===== src/rtl/alu_inst_issuer.sv =====
// Instruction slot register file and single-entry issue buffer in front of the ALU core.
// One committed instruction is issued, its result is captured after a fixed latency and then offered over valid/ready.
module alu_inst_issuer #(
  parameter int unsigned OPERAND_WIDTH    = 8,
  parameter int unsigned INST_ADDR_LENGTH = 2,
  parameter int unsigned ALU_LATENCY      = 1
) (
  input  logic                        clk,
  input  logic                        rst,
  input  logic                        writeEn,
  input  logic [INST_ADDR_LENGTH-1:0] writeAddress,
  input  logic [OPERAND_WIDTH-1:0]    inst,
  output logic [OPERAND_WIDTH-1:0]    aluOp,
  output logic [OPERAND_WIDTH-1:0]    aluA,
  output logic [OPERAND_WIDTH-1:0]    aluB,
  output logic                        aluStart,
  input  logic [OPERAND_WIDTH-1:0]    aluResult,
  input  logic [3:0]                  aluFlags,
  output logic [OPERAND_WIDTH-1:0]    result,
  output logic [3:0]                  flags,
  output logic                        resultValid,
  input  logic                        resultReady,
  output logic                        busy,
  output logic                        overrun
);

  localparam int unsigned W = OPERAND_WIDTH;

  typedef enum logic [1:0] {StIdle, StIssue, StWait, StDone} state_e;

  state_e         state_q, state_d;
  logic [3:0]     cnt_q, cnt_d;
  logic [W-1:0]   op_slot_q, op_slot_d;
  logic [W-1:0]   a_slot_q, a_slot_d;
  logic [W-1:0]   b_slot_q, b_slot_d;
  logic [3*W-1:0] pend_q, pend_d;
  logic           pend_valid_q, pend_valid_d;
  logic [W-1:0]   alu_op_q, alu_op_d;
  logic [W-1:0]   alu_a_q, alu_a_d;
  logic [W-1:0]   alu_b_q, alu_b_d;
  logic [W-1:0]   result_q, result_d;
  logic [3:0]     flags_q, flags_d;
  logic           overrun_q, overrun_d;

  logic commit;
  logic consume;

  always_ff @(posedge clk) begin
    if (rst) begin
      state_q <= StIdle;
    end else begin
      state_q <= state_d;
    end
  end

  always_ff @(posedge clk) begin
    if (rst) begin
      cnt_q        <= '0;
      op_slot_q    <= '0;
      a_slot_q     <= '0;
      b_slot_q     <= '0;
      pend_q       <= '0;
      pend_valid_q <= 1'b0;
      alu_op_q     <= '0;
      alu_a_q      <= '0;
      alu_b_q      <= '0;
      result_q     <= '0;
      flags_q      <= '0;
      overrun_q    <= 1'b0;
    end else begin
      cnt_q        <= cnt_d;
      op_slot_q    <= op_slot_d;
      a_slot_q     <= a_slot_d;
      b_slot_q     <= b_slot_d;
      pend_q       <= pend_d;
      pend_valid_q <= pend_valid_d;
      alu_op_q     <= alu_op_d;
      alu_a_q      <= alu_a_d;
      alu_b_q      <= alu_b_d;
      result_q     <= result_d;
      flags_q      <= flags_d;
      overrun_q    <= overrun_d;
    end
  end

  // The buffer drains whenever the FSM is free to take a new instruction this cycle.
  assign commit  = writeEn && (writeAddress == INST_ADDR_LENGTH'(2));
  assign consume = pend_valid_q &&
                   ((state_q == StIdle) || ((state_q == StDone) && resultReady));

  always_comb begin
    state_d      = state_q;
    cnt_d        = cnt_q;
    op_slot_d    = op_slot_q;
    a_slot_d     = a_slot_q;
    b_slot_d     = b_slot_q;
    pend_d       = pend_q;
    pend_valid_d = pend_valid_q;
    alu_op_d     = alu_op_q;
    alu_a_d      = alu_a_q;
    alu_b_d      = alu_b_q;
    result_d     = result_q;
    flags_d      = flags_q;
    overrun_d    = overrun_q;

    if (writeEn) begin
      if (writeAddress == INST_ADDR_LENGTH'(0)) op_slot_d = inst;
      if (writeAddress == INST_ADDR_LENGTH'(1)) a_slot_d  = inst;
      if (writeAddress == INST_ADDR_LENGTH'(2)) b_slot_d  = inst;
    end

    if (consume) begin
      pend_valid_d                  = 1'b0;
      {alu_op_d, alu_a_d, alu_b_d}  = pend_q;
    end

    // Commit captures slot values from earlier cycles plus this cycle's operand B.
    if (commit) begin
      if (!pend_valid_q || consume) begin
        pend_d       = {op_slot_q, a_slot_q, inst};
        pend_valid_d = 1'b1;
      end else begin
        overrun_d = 1'b1;
      end
    end

    unique case (state_q)
      StIdle: begin
        if (pend_valid_q) state_d = StIssue;
      end
      StIssue: begin
        cnt_d   = 4'(ALU_LATENCY - 1);
        state_d = StWait;
      end
      StWait: begin
        if (cnt_q == '0) begin
          result_d = aluResult;
          flags_d  = aluFlags;
          state_d  = StDone;
        end else begin
          cnt_d = cnt_q - 4'd1;
        end
      end
      StDone: begin
        if (resultReady) state_d = pend_valid_q ? StIssue : StIdle;
      end
      default: state_d = StIdle;
    endcase
  end

  always_comb begin
    aluStart    = (state_q == StIssue);
    resultValid = (state_q == StDone);
    busy        = (state_q != StIdle) || pend_valid_q;
  end

  assign aluOp   = alu_op_q;
  assign aluA    = alu_a_q;
  assign aluB    = alu_b_q;
  assign result  = result_q;
  assign flags   = flags_q;
  assign overrun = overrun_q;

endmodule

===== config.mk =====
export PLATFORM = sky130hd
export DESIGN_NAME = alu_inst_issuer
export DESIGN_NICKNAME = d
export VERILOG_FILES = /design/src/rtl/alu_inst_issuer.sv
export SDC_FILE = /design/constraint.sdc
export NUM_CORES = 1
export LEC_CHECK = 0
export ABC_AREA = 1
export ABC_CLOCK_PERIOD_IN_PS = 1470
export BUFFER_PORTS_ARGS = -buffer_cell sky130_fd_sc_hd__buf_2
export CAP_MARGIN = 40
export CORE_MARGIN = 4
export CORE_UTILIZATION = 28
export DETAILED_ROUTE_END_ITERATION = 8
export PLACE_DENSITY_LB_ADDON = 0.05
export SYNTH_ARGS = -nofsm -noshare
export SYNTH_HDL_FRONTEND = slang
export SYNTH_SLANG_ARGS = --single-unit

===== constraint.sdc =====
create_clock -name clk -period 1.47 [get_ports clk]
set_clock_uncertainty 0.1 [all_clocks]
set_input_delay 0.147 -clock clk [delete_from_list [all_inputs] [get_ports clk]]
set_output_delay 0.147 -clock clk [all_outputs]
set_load 0.005 [all_outputs]

Word-level counts from Yosys, hierarchy flattened
Index checks and enable logic that the tools add are counted.
{ "op_classes": {"n_reduce_logical": 19, "shift": 0, "multipliers": 0, "n_bitwise": 1, "addsub": 1, "div_mod_pow": 0, "n_mux": 10, "magnitude_cmp": 0, "eq_ne": 9} }
{ "ops": {"columns": ["operator", "n"], "rows": [
  ["AND reduction 2 bit", 6],
  ["case mux 2 bit (4 select lines)", 1],
  ["case mux 4 bit (2 select lines)", 1],
  ["== test 2 bit, second input constant", 3],
  ["2-to-1 mux 2 bit", 3],
  ["inequality test 2 bit, second input constant", 3],
  ["== test 2 x 1 -> 1 bit, second input constant", 2],
  ["logical NOT 2 bit", 2],
  ["logical NOT 4 bit", 1],
  ["2-to-1 mux 1 bit", 4],
  ["2-to-1 mux 4 bit", 1],
  ["nonzero test 2 bit", 2],
  ["subtractor 4 x 1 -> 4 bit, second input constant", 1],
  ["logical AND 1 bit", 3],
  ["logical OR 1 bit", 3],
  ["AND reduction 3 bit", 1],
  ["inequality test 2 x 1 -> 1 bit, second input constant", 1],
  ["logical NOT 1 bit", 1],
  ["NOT 1 bit", 1]
]} }
{ "word_totals": {"out_inout_bits": 40, "ram_bits": 0, "elab_cells": 52, "input_bits": 26, "ff_bits": 84, "latch_bits": 0, "mem_count": 0, "romBits": 0} }

Depth between registers and ports, before layout
Gate-level depths: netlist of the first run.
{ "depth": {"depth_word": 7, "mapped_depth": 9, "ltp_nobuf": 8} }

Worst setup path before layout of the first run
No wires, ideal clock.
{ "synth_path": {"kind": "register -> register", "from": "register state_q[0]", "to": "register pend_q[4]", "path_stages_with_launch": 10, "period_less_slack_ns": 1.548, "setup_ns": 0.113, "path_slack_ns": -0.078, "required_time_ns": 1.257, "arrival_ns": 1.335, "path_cell_list": "dfxtp_1 inv_1 ha_1 a21oi_4 nand2_4 nand2_2 inv_4 buf_6 nor2_1 nor2_1"} }
{ "synth_between": {"elab_chain_cells": 6} }
{ "synth_lines": {"columns": ["element", "line_no", "rtl"], "rows": [
  ["from (decl)", "31", "state_e state_q, state_d;"],
  ["from (signal assigned)", "50", "state_q <= StIdle;"],
  ["from (signal assigned)", "52", "state_q <= state_d;"],
  ["== test 2 bit", "89", "((state_q == StIdle) || ((state_q == StDone) && resultReady));"],
  ["logical AND 1 bit", "89", null],
  ["logical OR 1 bit *", "89", null],
  ["logical AND 1 bit *", "88", "assign consume = pend_valid_q &&"],
  ["logical OR 1 bit *", "119", "if (!pend_valid_q || consume) begin"],
  ["AND reduction 2 bit (no source line) *", null, null],
  ["to (signal assigned)", "75", "pend_q <= pend_d;"],
  ["to (decl)", "36", "logic [3*W-1:0] pend_q, pend_d;"]
]} }
Mark *: on every way between the ends. The rest lies on a longest branch, timed or not.
A chain may end at the register's enable or synchronous reset.

Final worst setup path of the first run
{ "layout_path": {"from": "register state_q[0]", "to": "register pend_q[6]"} }
The elaborated chain is that of the path after synthesis.

==> results_dict.tcl, run 1 <==
set metrics [dict create \
    viasPerCell 4.30 \
    whs_ns 0.0299 \
    grtUsageTotal_pct 13.1 \
    place_area_sq_um 3910 \
    synth_top_area_share_pct 50.5 \
    required_ns 1.64 \
    ant_nets 0 \
    yosys-top-cells-count "105 x nor2_1, 84 x dfxtp_1, 47 x o21ai_0, 44 x inv_1, 41 x nand2_1" \
    synth_area_per_cell_sq_um 7.69 \
    diodes 0 \
    root_buffer "clkbuf_16" \
    reg2reg_depth 9 \
    holdPathStages 3 \
    synth_most_common_cell "nor2_1" \
    hold_path_end "a_slot_q[0]$_SDFFE_PP0P_" \
    p_per_area_nw_per_um2 1310 \
    setup_ws_ns -0.0639 \
    grt_overflow 0 \
    max_slew_margin_pct 82.1 \
    reg2reg_setup_slack_ns -0.06 \
    dieHeight_um 117 \
    die_w_um 117 \
    io_buffers 65 \
    status "finished, violations left" \
    timing.rr.end "pend_q[6]$_SDFFE_PP0P_" \
    synth.cell_area_sq_um 3330 \
    yosysWarnings 0 \
    grt_pass1_vias 2697 \
    async_reset_ff_share_pct 0 \
    dp_hpwl_mm 5.72 \
    fin_crit_ns 1.53 \
    min_period_over_period_pct 104 \
    r2r-start "state_q[0]$_SDFFE_PP0P_" \
    clock-sinks 84 \
    max_freq_ghz 0.652 \
    insertion_delay_ns 0.33 \
    hold_viol_final 0 \
    worst_setup_path_end_kind "flop" \
    cts_tree "yes" \
    drt-total-wl_mm 8.94 \
    syn_nets 465 \
    cp_max_fo 10 \
    route.vias.total 2912 \
    synthCells 433 \
    hold_class "primary input to flop" \
    grt_max_degree 45 \
    ctsHtreeMaxLevel 3 \
    final_area_sq_um 4690 \
    hp-start "inst[0]" \
    cts_buffer_depth 2 \
    wl_per_cell_um 13.2 \
    synthTopCellsByArea "dfxtp_1 51%, nor2_1 12%, o21ai_0 7.1%" \
    drive_above_1_share_pct 28.7 \
    die_area_sq_um 13700 \
    cts_inserted_buffers 9 \
    io_pins 66 \
    synth.largest_area_cell "dfxtp_1" \
    yosysSeqAreaShare_pct 50.5 \
    finalSetupViolations 35 \
    slew_violations 0 \
    synth_ff_type "dfxtp_1" \
    drc 0 \
    start_util_pct 28.9 \
    fp-row-count 39 \
    cap_violations 0 \
    cp.arrival_ns 1.71 \
    critPathLaunchType "flop" \
    p_leak_nw 2.13 \
    area_growth_pct 40.8 \
    synth_cell_type_count 25 \
    coreArea_sq_um 11500 \
    drt_pass1_iterations 4 \
    max-vdd-ir-drop_mv 0.589 \
    ys_seq_elements 84 \
    violations "negative setup slack" \
    worstSetupPathType "flop to flop" \
    drt_iter0_markers 114 \
    grt_pass1_wl_mm 13.9 \
    setup-tns-final_ns -0.904 \
    final_nets 561 \
    globalplace.congestion 0.736 \
    path_clk_slew_ns 0.06 \
    n_fill_cell 1196 \
    tightestPinTransition_ns 0.267 \
    rsz0062_at_grt "yes" \
    antenna_found_initial 0 \
    synth_edf_count 0 \
]
[through the flow]
step	utilization, %	cells	total power [mW]	setup slack, ns
3_5_place_dp	33.9	637	3.59	-0.250
3_3_place_gp	33.9	637	3.58	-0.223
2_1_floorplan	-	433	3.17	0.00944
4_1_cts	39.0	675	6.12	-0.0826
6_report	40.7	677	6.15	-0.0639
5_1_grt	40.7	677	6.51	-0.134
[per-layer routing]
| metal | track usage [%] | share of wire, % |
|---|---|---|
| met1 | 19.4 | 53 |
| met2 | 18.0 | 41 |
| met3 | 3.80 | 5.0 |
| met5 | 0 | 0 |
| met4 | 4.82 | 1.7 |
[report_power, final]
part | internal, mW | switching, mW | total (mW)
registers | 2.48 | 0.110 | 2.59
clock network | 1.36 | 0.897 | 2.26
logic | 0.651 | 0.659 | 1.31
[logic make-up after synthesis]
kind of cell,Yosys count,synth area share (%)
buffers and inverters,68,9.09
and+or+nand+nor,186,24.4
DFF,84,50.5
AOI/OAI and AO/OA,89,13.8
adders and majority gates,6,2.25
[area by class of cell]
cell class	count	area, sq um	area share [%]
clock buffers	12	246	5.26
clock inverters	4	48.8	1.04
inverters	46	190	4.06
multi-input cells	282	1500	32.0
flip-flops and latches	84	1690	36.0
well taps	143	179	3.82
repair buffers	106	833	17.8
[placed cells by master, fill, tap and decap left out, types with 2 or more instances in the layout]
cell,count
nand3b_1,9
dfxtp_4,2
nand2_1,39
nand2_2,4
inv_2,2
clkbuf_16,12
buf_6,6
nand3_1,17
inv_4,4
nand3_2,4
a21oi_1,33
o21ai_1,22
buf_12,5
inv_1,39
o21ai_2,3
buf_4,13
clkbuf_1,2
o21ai_0,28
ha_4,4
dfxtp_1,82
nor2_2,12
nor2_4,2
clkinv_2,2
buf_2,64
dlygate4sd3_1,13
nand4_1,2
nor2_1,93
[sequential cells by signal (all words and copies together), names as in the netlist]
name and flops:
a_slot_q 8, aluA 8, aluB 8, aluOp 8
cnt_q 4, flags 4, op_slot_q 8, overrun 1
pend_q 24, pend_valid_q 1, result 8, state_q 2
[how the worst max path moves through the flow]
stage | cells after the start | slack (ns) | end | startpoint
final | 9 | -0.06 | pend_q[6]$_SDFFE_PP0P_ | state_q[0]$_SDFFE_PP0P_
after global routing | 9 | -0.13 | pend_q[6]$_SDFFE_PP0P_ | state_q[1]$_SDFFE_PP0P_
after CTS | 8 | -0.08 | aluA[0]$_SDFFE_PP0P_ | state_q[0]$_SDFFE_PP0P_
after detailed placement | 8 | -0.25 | aluA[0]$_SDFFE_PP0P_ | state_q[0]$_SDFFE_PP0P_
after global placement | 8 | -0.22 | aluOp[5]$_SDFFE_PP0P_ | state_q[0]$_SDFFE_PP0P_
after floorplan | 9 | 0.009 | pend_q[4]$_SDFFE_PP0P_ | state_q[0]$_SDFFE_PP0P_
[repair_timing]
item,4_1_cts,5_1_grt
gates resized for setup,23,53
cloned,2,3
hold endpoints to repair,16,0
endpoints found under the setup margin,54,72
pin swaps,2,16
hold buffers,13,0
setup buffers,7,0
[worst max-delay path, cell delays in order (launching register included)]
cell	delay, ns
dfxtp_4	0.39
inv_4	0.04
ha_4	0.16
a21oi_4	0.15
buf_6	0.14
nand2_8	0.07
buf_12	0.14
nand3b_1	0.11
nand2_1	0.07
nor2_1	0.09
(Power assumes the default switching activity.)
==> run 2, diff against run 1 <==
--- a/config.mk
+++ b/config.mk
@@ -7,7 +7,7 @@
 export LEC_CHECK = 0
 export ABC_AREA = 1
 export ABC_CLOCK_PERIOD_IN_PS = 1470
-export BUFFER_PORTS_ARGS = -buffer_cell sky130_fd_sc_hd__buf_2
+export BUFFER_PORTS_ARGS = -buffer_cell sky130_fd_sc_hd__clkbuf_2
 export CAP_MARGIN = 40
 export CORE_MARGIN = 4
 export CORE_UTILIZATION = 28
==> results_dict.tcl, run 2 (synthesis gave the netlist of run 1 again) <==
set metrics [dict create \
    insertion_delay_ns 0.33 \
    min_period_over_period_pct 107 \
    power.total_mw 6.36 \
    largest_reg_flops 24 \
    diodes 0 \
    cts_tree "yes" \
    root_buffer "clkbuf_16" \
    ctsHtreeMaxLevel 3 \
    rsz0062_at_grt "yes" \
    cap_violations 0 \
    grt_pass1_vias 2811 \
    p_per_area_nw_per_um2 1320 \
    slew_violations 0 \
    regArea_sq_um 1690 \
    grtUsageTotal_pct 13.6 \
    ant_nets 0 \
    tightestPinTransition_ns 0.329 \
    crit_start "state_q[1]$_SDFFE_PP0P_" \
    clock-sinks 84 \
    status "finished, violations left" \
    cp_max_fo 5 \
    fin_crit_ns 1.57 \
    finalSetupViolations 42 \
    r2r-start "state_q[1]$_SDFFE_PP0P_" \
    dp_hpwl_mm 5.81 \
    drt-total-wl_mm 9.06 \
    path_clk_slew_ns 0.06 \
    final_nets 565 \
    p_leak_nw 2.15 \
    setup_ws_ns -0.103 \
    top_register "pend_q" \
    drt_iter0_markers 140 \
    multi_input_area_sq_um 1540 \
    final_cell_mix "88 x nor2_1, 82 x dfxtp_1, 63 x clkbuf_2, 40 x inv_1, 37 x nand2_1" \
    area_growth_pct 44.5 \
    cts_buffer_depth 2 \
    worst_setup_path_end_kind "flop" \
    io_pins 66 \
    required_ns 1.65 \
    drive_above_1_share_pct 30.9 \
    grt_max_degree 44 \
    grt_overflow 0 \
    violations "negative setup slack" \
    drc 0 \
    instances_no_fill 680 \
    die_area_sq_um 13700 \
    drt_pass1_iterations 6 \
    critPathLaunchType "flop" \
    viasPerCell 4.43 \
    antenna_found_initial 0 \
    fp-row-count 39 \
    worstSetupPathType "flop to flop" \
    dieHeight_um 117 \
    cp.arrival_ns 1.75 \
    final_common_cell "nor2_1" \
    max_slew_margin_pct 78.0 \
    cts_inserted_buffers 9 \
    route.met3.wl_um 415 \
    max_freq_ghz 0.636 \
    hold_viol_final 0 \
    wl_per_cell_um 13.3 \
    grt_pass1_wl_mm 14.4 \
    n_fill_cell 1165 \
    hold_class "primary input to flop" \
    io_buffers 65 \
    globalplace.congestion 0.722 \
    max-vdd-ir-drop_mv 0.632 \
    pre_cts_slack_ns -0.255 \
    hp-start "inst[6]" \
    route.vias.total 3014 \
    die_w_um 117 \
    wl_met1_mm 4.65 \
    start_util_pct 28.9 \
    numPlacedInstances 638 \
    final_util_pct 41.8 \
    wl_met2_mm 3.86 \
    coreArea_sq_um 11500 \
    top_layer "met4" \
]
run 2: metrics by stage:
step / TNS [ns] / hold WS (ns) / area [sq um]
after floorplan: 0 / 0.109 / 3330
after global placement: -5.75 / 0.324 / 3920
after detailed placement: -7.39 / 0.331 / 3920
after CTS: -2.34 / 0.0311 / 4590
after global routing: -6.89 / 0.0435 / 4810
final: -2.79 / 0.0417 / 4810
run 2: layout make-up:
class | count | share of cell area [%]
Multi-Input combinational cell | 282 | 32.0
Sequential cell | 84 | 35.0
Clock buffer | 11 | 4.84
Clock inverter | 4 | 1.56
Tap cell | 143 | 3.72
Timing Repair Buffer | 110 | 19.0
Inverter | 46 | 3.85
run 2: layer usage:
layer | up-vias | track usage [%]
met3 | 10 | 4.11
li1 | 1579 | -
met4 | 0 | 4.36
met1 | 1367 | 19.1
met2 | 58 | 20.1
met5 | - | 0
run 2: path summary, 6_finish.rpt:
check                                           endpoint  slack (ns)  cells past startpoint
worst max-delay path              pend_q[6]$_SDFFE_PP0P_       -0.10                     10
worst max register to register    pend_q[6]$_SDFFE_PP0P_       -0.10                     10
worst min register to register    result[0]$_SDFFE_PP0P_        0.34                      2
worst min-delay path            a_slot_q[6]$_SDFFE_PP0P_        0.04                      3
run 2: repair_timing:
item | in CTS | in global routing
hold buffers | 12 | 0
gates resized for setup | 32 | 57
gates cloned | 3 | 3
setup endpoints to repair | 63 | 67
hold endpoints to repair | 12 | 0
buffers inserted | 7 | 2
pin swaps | 15 | 11
run 2: power breakdown:
part | switching [mW] | internal, mW
registers | 0.108 | 2.48
clock network | 0.879 | 1.48
logic | 0.691 | 0.727
total | 1.68 | 4.68
run 2: worst max-delay path, cell delays in order (launching register included):
cell and delay, ns:
dfxtp_4 0.37, inv_4 0.05, ha_4 0.16, a21oi_4 0.14
buf_6 0.13, nand2_8 0.06, buf_12 0.13, buf_12 0.12
nand3b_1 0.10, nand2_1 0.07, nor2_1 0.07
